File: src/rtl/pipeline_stall_ctrl.sv
// pipeline_stall_ctrl
// Central stall/flush controller for a five-stage pipeline. It arbitrates four
// hazard sources: instruction-memory wait, data-memory wait, multicycle-multiply
// wait and load-use. It also sequences branch-mispredict redirects, and keeps
// stall/redirect performance counters.
//
// Ports:
//   clk, rst                      clock (rising edge), async active-high reset
//   imem_req/imem_resp            fetch outstanding / fetch response valid
//   dmem_req/dmem_resp            MEM-stage access outstanding / data response valid
//   ex_mul_active/ex_mul_done     EX multiply in progress / result valid
//   ex_mem_read, ex_rd            EX instruction is a load, its destination
//   id_rs1/id_rs2, id_uses_rs1/2  ID source registers and their use flags
//   ex_mispredict, ex_target      EX mispredict pulse and the correct PC
//   load_*                        stage-register load enables (PC .. MEM/WB)
//   flush_if_id                   IF/ID captures a NOP
//   bubble_id_ex, bubble_ex_mem   stage register captures a zero control word
//   redirect_valid/target         PC mux selects redirect_target
//   stall_cnt, redirect_cnt       wrap-around performance counters
module pipeline_stall_ctrl #(
    parameter int CNT_W = 32
) (
    input  logic             clk,
    input  logic             rst,
    input  logic             imem_req,
    input  logic             imem_resp,
    input  logic             dmem_req,
    input  logic             dmem_resp,
    input  logic             ex_mul_active,
    input  logic             ex_mul_done,
    input  logic             ex_mem_read,
    input  logic [4:0]       ex_rd,
    input  logic [4:0]       id_rs1,
    input  logic [4:0]       id_rs2,
    input  logic             id_uses_rs1,
    input  logic             id_uses_rs2,
    input  logic             ex_mispredict,
    input  logic [31:0]      ex_target,
    output logic             load_pc,
    output logic             load_if_id,
    output logic             load_id_ex,
    output logic             load_ex_mem,
    output logic             load_mem_wb,
    output logic             flush_if_id,
    output logic             bubble_id_ex,
    output logic             bubble_ex_mem,
    output logic             redirect_valid,
    output logic [31:0]      redirect_target,
    output logic [CNT_W-1:0] stall_cnt,
    output logic [CNT_W-1:0] redirect_cnt
);

    typedef enum logic {
        RUN        = 1'b0,
        REDIR_WAIT = 1'b1
    } state_t;

    state_t      state, state_nxt;
    logic        drained, drained_nxt;
    logic [31:0] held_target, held_target_nxt;

    logic imem_wait, dmem_wait, mul_wait, lu_hazard, fetch_done;

    assign imem_wait  = imem_req & ~imem_resp;
    assign dmem_wait  = dmem_req & ~dmem_resp;
    assign mul_wait   = ex_mul_active & ~ex_mul_done;
    assign lu_hazard  = ex_mem_read && (ex_rd != 5'd0) &&
                        ((id_uses_rs1 && (id_rs1 == ex_rd)) ||
                         (id_uses_rs2 && (id_rs2 == ex_rd)));
    // The redirect may go out once the stale fetch responds now, or has
    // already responded during a data-memory freeze (drained).
    assign fetch_done = (imem_req & imem_resp) | drained;

    always_comb begin
        // NOTE: every output and next-state term gets a default before the
        // priority chain, so no path leaves a signal unassigned (no latches).
        load_pc         = 1'b0;
        load_if_id      = 1'b0;
        load_id_ex      = 1'b0;
        load_ex_mem     = 1'b0;
        load_mem_wb     = 1'b0;
        flush_if_id     = 1'b0;
        bubble_id_ex    = 1'b0;
        bubble_ex_mem   = 1'b0;
        redirect_valid  = 1'b0;
        redirect_target = 32'd0;
        state_nxt       = state;
        drained_nxt     = drained;
        held_target_nxt = held_target;

        if (rst) begin
            // Outputs stay at their zero defaults while in reset.
        end else if (dmem_wait) begin
            // Full freeze; only remember a fetch response that lands meanwhile.
            if (state == REDIR_WAIT && imem_resp)
                drained_nxt = 1'b1;
        end else if (mul_wait) begin
            // Let older instructions retire; EX/MEM takes a bubble.
            load_ex_mem   = 1'b1;
            load_mem_wb   = 1'b1;
            bubble_ex_mem = 1'b1;
        end else if (state == RUN && ex_mispredict) begin
            load_if_id   = 1'b1;
            load_id_ex   = 1'b1;
            load_ex_mem  = 1'b1;
            load_mem_wb  = 1'b1;
            flush_if_id  = 1'b1;
            bubble_id_ex = 1'b1;
            if (imem_wait) begin
                // Fetch still in flight: park the target until it drains.
                held_target_nxt = ex_target;
                state_nxt       = REDIR_WAIT;
            end else begin
                load_pc         = 1'b1;
                redirect_valid  = 1'b1;
                redirect_target = ex_target;
            end
        end else if (state == REDIR_WAIT) begin
            load_if_id  = 1'b1;
            load_id_ex  = 1'b1;
            load_ex_mem = 1'b1;
            load_mem_wb = 1'b1;
            flush_if_id = 1'b1;
            if (fetch_done) begin
                load_pc         = 1'b1;
                redirect_valid  = 1'b1;
                redirect_target = held_target;
                drained_nxt     = 1'b0;
                state_nxt       = RUN;
            end
        end else if (imem_wait) begin
            load_if_id  = 1'b1;
            flush_if_id = 1'b1;
            load_id_ex  = 1'b1;
            load_ex_mem = 1'b1;
            load_mem_wb = 1'b1;
        end else if (lu_hazard) begin
            load_id_ex   = 1'b1;
            bubble_id_ex = 1'b1;
            load_ex_mem  = 1'b1;
            load_mem_wb  = 1'b1;
        end else begin
            load_pc     = 1'b1;
            load_if_id  = 1'b1;
            load_id_ex  = 1'b1;
            load_ex_mem = 1'b1;
            load_mem_wb = 1'b1;
        end
    end

    // NOTE: state registers use non-blocking assignments so every flop
    // samples pre-edge values regardless of statement order.
    always_ff @(posedge clk or posedge rst) begin
        if (rst) begin
            state        <= RUN;
            drained      <= 1'b0;
            held_target  <= 32'd0;
            stall_cnt    <= '0;
            redirect_cnt <= '0;
        end else begin
            state       <= state_nxt;
            drained     <= drained_nxt;
            held_target <= held_target_nxt;
            if (!load_pc)
                stall_cnt <= stall_cnt + 1'b1;
            if (redirect_valid)
                redirect_cnt <= redirect_cnt + 1'b1;
        end
    end

endmodule
File: config.mk
export PLATFORM = sky130hd
export DESIGN_NAME = pipeline_stall_ctrl
export DESIGN_NICKNAME = d
export VERILOG_FILES = /design/src/rtl/pipeline_stall_ctrl.sv
export SDC_FILE = /design/constraint.sdc
export NUM_CORES = 1
export LEC_CHECK = 0
export CAP_MARGIN = 20
export CORE_AREA = 2 2 127 98
export CTS_BUF_LIST = sky130_fd_sc_hd__clkbuf_2 sky130_fd_sc_hd__clkbuf_4 sky130_fd_sc_hd__clkbuf_8
export DETAILED_ROUTE_END_ITERATION = 10
export DIE_AREA = 0 0 129 100
export PLACE_DENSITY = 0.84
export SLEW_MARGIN = 15
export SYNTH_ARGS = -nofsm -noshare
export SYNTH_HDL_FRONTEND = slang
export SYNTH_SLANG_ARGS = --single-unit
File: constraint.sdc
create_clock -name clk -period 3.01 [get_ports clk]
set_input_delay 0.4515 -clock clk [delete_from_list [all_inputs] [get_ports clk]]
set_output_delay 0.4515 -clock clk [all_outputs]
set_load 0.1 [all_outputs]
==> After elaboration in Yosys (flattened, before gate mapping) <==
Cells that the tools add are included.
{ "op_classes": {"n_addsub": 2, "n_reduce_logical": 13, "n_eq_ne": 6, "n_bitwise": 12, "mux": 58} }
{ "ops": {"columns": ["operator", "count"], "rows": [
  ["$mux W32", 7],
  ["$add A32 B1 Y32 const B", 2],
  ["$mux W1", 51],
  ["$eq A5 B5 Y1", 2],
  ["$not A1 Y1", 7],
  ["$logic_and A1 B1 Y1", 6],
  ["$ne A2 B2 Y1 const B", 3],
  ["$reduce_and A6 Y1", 1],
  ["$reduce_and A5 Y1", 1],
  ["$reduce_bool A5 Y1", 1],
  ["$and A1 B1 Y1", 4],
  ["$reduce_and A4 Y1", 1],
  ["$reduce_bool A2 Y1", 2],
  ["$ne A2 B1 Y1 const B", 1],
  ["$logic_or A1 B1 Y1", 1],
  ["$or A1 B1 Y1", 1]
]} }
{ "word_totals": {"ff_bits": 98, "output_inout_bits": 105} }

==> Longest topological paths before layout <==
{ "depth": {"depth_word": 11, "depth_mapped": 8, "mapped_depth_nobuf": 7} }

==> Worst setup path before layout <==
No wires, ideal clock.
{ "synth_timing": {"path_kind": "input to output", "from": "input port ex_rd[4]", "to": "output port bubble_id_ex", "slack_ns": -0.742, "arrival_time_ns": 3.300, "path_stages": 6, "cell_sequence": "xor2_1 > nor4_1 > a32oi_1 > nor2_1 > a21oi_1 > nor3_1"} }
{ "synth_between": {"elab_chain_len": 11} }
{ "synth_rtl": {"columns": ["item", "line_no", "rtl"], "rows": [
  ["start, declared", "32", "input logic [4:0] ex_rd,"],
  ["$eq A5 B5 Y1, on equally long branches", "68, 69", null],
  ["$logic_and A1 B1 Y1, on equally long branches", "68, 69", null],
  ["$logic_or A1 B1 Y1", "68", "((id_uses_rs1 && (id_rs1 == ex_rd)) ||"],
  ["$logic_and A1 B1 Y1 *", "67", "assign lu_hazard = ex_mem_read && (ex_rd != 5'd0) &&"],
  ["$mux W1 *", "137", "end else if (lu_hazard) begin"],
  ["$mux W1 *", "131", "end else if (imem_wait) begin"],
  ["$mux W1 *", "118", "end else if (state == REDIR_WAIT) begin"],
  ["$mux W1 *", "102", "end else if (state == RUN && ex_mispredict) begin"],
  ["$mux W1 *", "97", "end else if (mul_wait) begin"],
  ["$mux W1 *", "93", "end else if (dmem_wait) begin"],
  ["$mux W1 *", "91", "if (rst) begin"],
  ["end, declared", "45", "output logic bubble_id_ex,"]
]} }
Mark *: on every way between the ends. The rest lies on a longest branch, timed or not.

==> Worst setup path after layout <==
{ "layout_timing": {"from": "input port ex_rd[0]", "to": "output port bubble_id_ex"} }
The elaborated chain is that of the path after synthesis.

==> impl_metrics.toml <==
[run_status]
outcome = "completed"

[clocking]
cts_setup_buffers = 0
numCtsBuffers = 9
post_cts_resized = 0
cts_tree = "yes"
cts_hold_buffers = 0
cts_buffer_depth = 2
numClockSinks = 98
root_buffer = "clkbuf_8"
clock_latency_ps = 370
clkSlewWorstSetupHoldPaths_ps = 90
cts_max_level = 3

[job]
drv_cap = 0

[placement]
hpwl_um = 9550
place_ws_ps = 27.4
port_buffers = 163
dp_cells = 776
finalWeightedCongestion = 0.897

[power_and_ir_drop]
combPwrFrac_pct = 43.2
p_sw_share_pct = 45.2
p_clk_share_pct = 18.2
finalPower_mw = 4.76
ir_worst_vdd_uv = 689
p_int_mw = 2.61
pwr-share-seq_pct = 38.7
power.switching_mw = 2.15
p_per_area_mw_per_mm2 = 662
leakage_nw = 3.10

[floorplan]
coreArea_mm2 = 0.0119
die_w_um = 129
io_pins = 164
rows = 35
dieArea_mm2 = 0.0129
fp.dieH_um = 100
start_util_pct = 41.4

[cells_and_area]
layout-drive-gt1-share_pct = 29.6
nets = 682
syn2layout_area_growth_pct = 46.3
fill_cells = 961
n_antenna_cell = 0
fin_cells = 792
seqCellArea_mm2 = 0.00245
multi_input_area_mm2 = 0.00234

[sta]
setup_viol = 0
rsz0062_at_grt = "no"
setup_ws_ps = 146
relSlewSlack_pct = 55.7
setup_tns_ps = 0
tightest_slew_ps = 664
fin_crit_sh_pct = 95.2
drv_slew = 0
finalCriticalPeriod_ps = 2860
whs_ps = 473
finClkSkew_ps = 8.21
hold_viol = 0
fmax_ghz = 0.349

[setup_path]
r2r_start = "drained"
crit_type = "in -> out"
crit_path_start_kind = "input port"
r2r_end = "stall_cnt[20]"
rrSetupSlack_ps = 740
endpoint_kind = "primary output"
critPathMaxFanout = 5
r2r_cells = 7
cp.arrival_ps = 2410
critPathRequiredTime_ps = 2560
cp-startpoint = "ex_rd[0]"

[routing]
drtIter0Drc = 157
drc = 0
wl_per_cell_um = 16.0
via_count = 4139
ant_nets = 0
viasPerCell = 5.23
wl_um = 12700
drtPass1Iterations = 4

[hold_path]
hp-start = "stall_cnt[31]"
hold_depth = 1
hold_class = "reg -> reg"
min_to = "stall_cnt[31]"

[logic_synthesis]
async_flop_share_pct = 100
synth_top_area_share_pct = 49.9
ys.flop_type = "dfrtp_1"
synth_seq_cells = 98
synth_fp_nets = 518
yosysUniqueCellTypes = 46
yosysTopAreaCell = "dfrtp_1"
synth-simple-area-share_pct = 18.4
synthAdderAreaFrac_pct = 0.510
synth_edf_count = 0
seq_area_frac_synth_pct = 49.9
syn_inst = 457
synth_top_family_by_area = "simple AND/OR/NAND/NOR gates"
synth-compound-area-share_pct = 7.72
synth_xor_area_share_pct = 13.0
synth_most_common_cell = "dfrtp_1"
ys_warn_count = 0
ys_top_cells_by_count = "98 x dfrtp_1, 54 x nor2_1, 36 x xnor2_1"
synth.avg_cell_area_um2 = 10.7
syn_area_mm2 = 0.00491
yosys-mux-area-fraction_pct = 7.57
yosys-top-cells-area = "dfrtp_1 50%, mux2_2 7.3%, xnor2_1 6.4%, xor2_1 6.2%, a22oi_1 4.9%"

[grt]
antenna_found_initial = 0
grt_max_degree = 53
track_usage_pct = 20.0
grt_first_pass_wirelength_um = 20500
grt-ovfl-total = 0
grt_pass1_vias = 4169
==> kinds of logic (layout without fill, tap and decap cells) <==
family | count (synthesis) | count (layout)
AND/OR/NAND/NOR | 170 | 170
flip-flops | 98 | 98
AO/OA/AOI/OAI | 50 | 50
multiplexers | 33 | 33
XOR/XNOR | 72 | 72
buffers and inverters | 32 | 201
adder cells (fa/ha/maj) | 2 | 2
==> final cells by class <==
class / count / area share [%]
clock buffer: 11 / 1.93
multi-input combinational: 327 / 32.6
clock inverter: 5 / 0.766
sequential: 98 / 34.1
timing repair buffer: 174 / 27.0
tap: 166 / 2.89
inverter: 11 / 0.627
==> registers in the layout (all words and copies together) (netlist names) <==
signal,count
held_target,32
redirect_cnt,32
stall_cnt,32
drained,1
state,1
==> metal layers <==
metal / vias to the layer above / GRT usage (%) / share of wire, % / routed length [um]
met5: - / 0 / 0 / 0
met4: 0 / 5.52 / 0.96 / 122
met3: 12 / 6.40 / 6.8 / 864
met2: 152 / 32.7 / 49 / 6240
met1: 2048 / 25.8 / 43 / 5480
li1: 1927 / - / - / -
==> worst max-delay path, cell delays in order <==
cell and delay, ps:
clkdlybuf4s50_1 470, xor2_1 200, nor4_2 300, a32oi_2 230, nor2_1 210, a21oi_1 100, nor3_2 220, buf_12 210
==> cells in the final DEF (no fill, tap or decap), types with 6 or more instances in the layout <==
master           synthesis  routed
dfrtp_1                 98      98
buf_4                    1      77
clkdlybuf4s50_1          0      58
nor2_1                  54      53
buf_12                   0      39
xnor2_1                 36      36
xor2_1                  35      35
mux2_2                  32      32
a22oi_1                 32      32
nand2_1                 23      23
nand3_1                 21      21
nand4_1                 14      14
clkbuf_8                 0       9
inv_1                   10       8
and3_1                   8       8
nor3_2                   6       7
nor3_1                   7       6
==> worst max path at each step <==
stage                     endpoint  slack (ps)  depth (start not counted)
5_1_grt               bubble_id_ex          20                          8
6_report              bubble_id_ex         150                          8
3_3_place_gp          bubble_id_ex          60                          7
4_1_cts               bubble_id_ex          30                          7
2_1_floorplan  redirect_target[10]        -150                          5
3_5_place_dp          bubble_id_ex          30                          7
==> stage by stage <==
stage               util, %  area, um^2
global placement       58.8        6980
CTS                    60.4        7170
finish                 60.5        7180
global route           60.5        7180
detailed placement     58.8        6980
floorplan                 -        4920
==> power by group through the flow <==
| stage | Combinational (mW) | Clock [mW] | Sequential [mW] |
|---|---|---|---|
| after global routing | 2.15 | 0.945 | 1.88 |
| after CTS | 2.07 | 0.892 | 1.84 |
| after global placement | 2.03 | 0 | 1.83 |
| final | 2.05 | 0.865 | 1.84 |
| after detailed placement | 2.06 | 0 | 1.86 |
| after floorplan | 0.760 | 0 | 2.56 |
(Power assumes the default switching activity.)
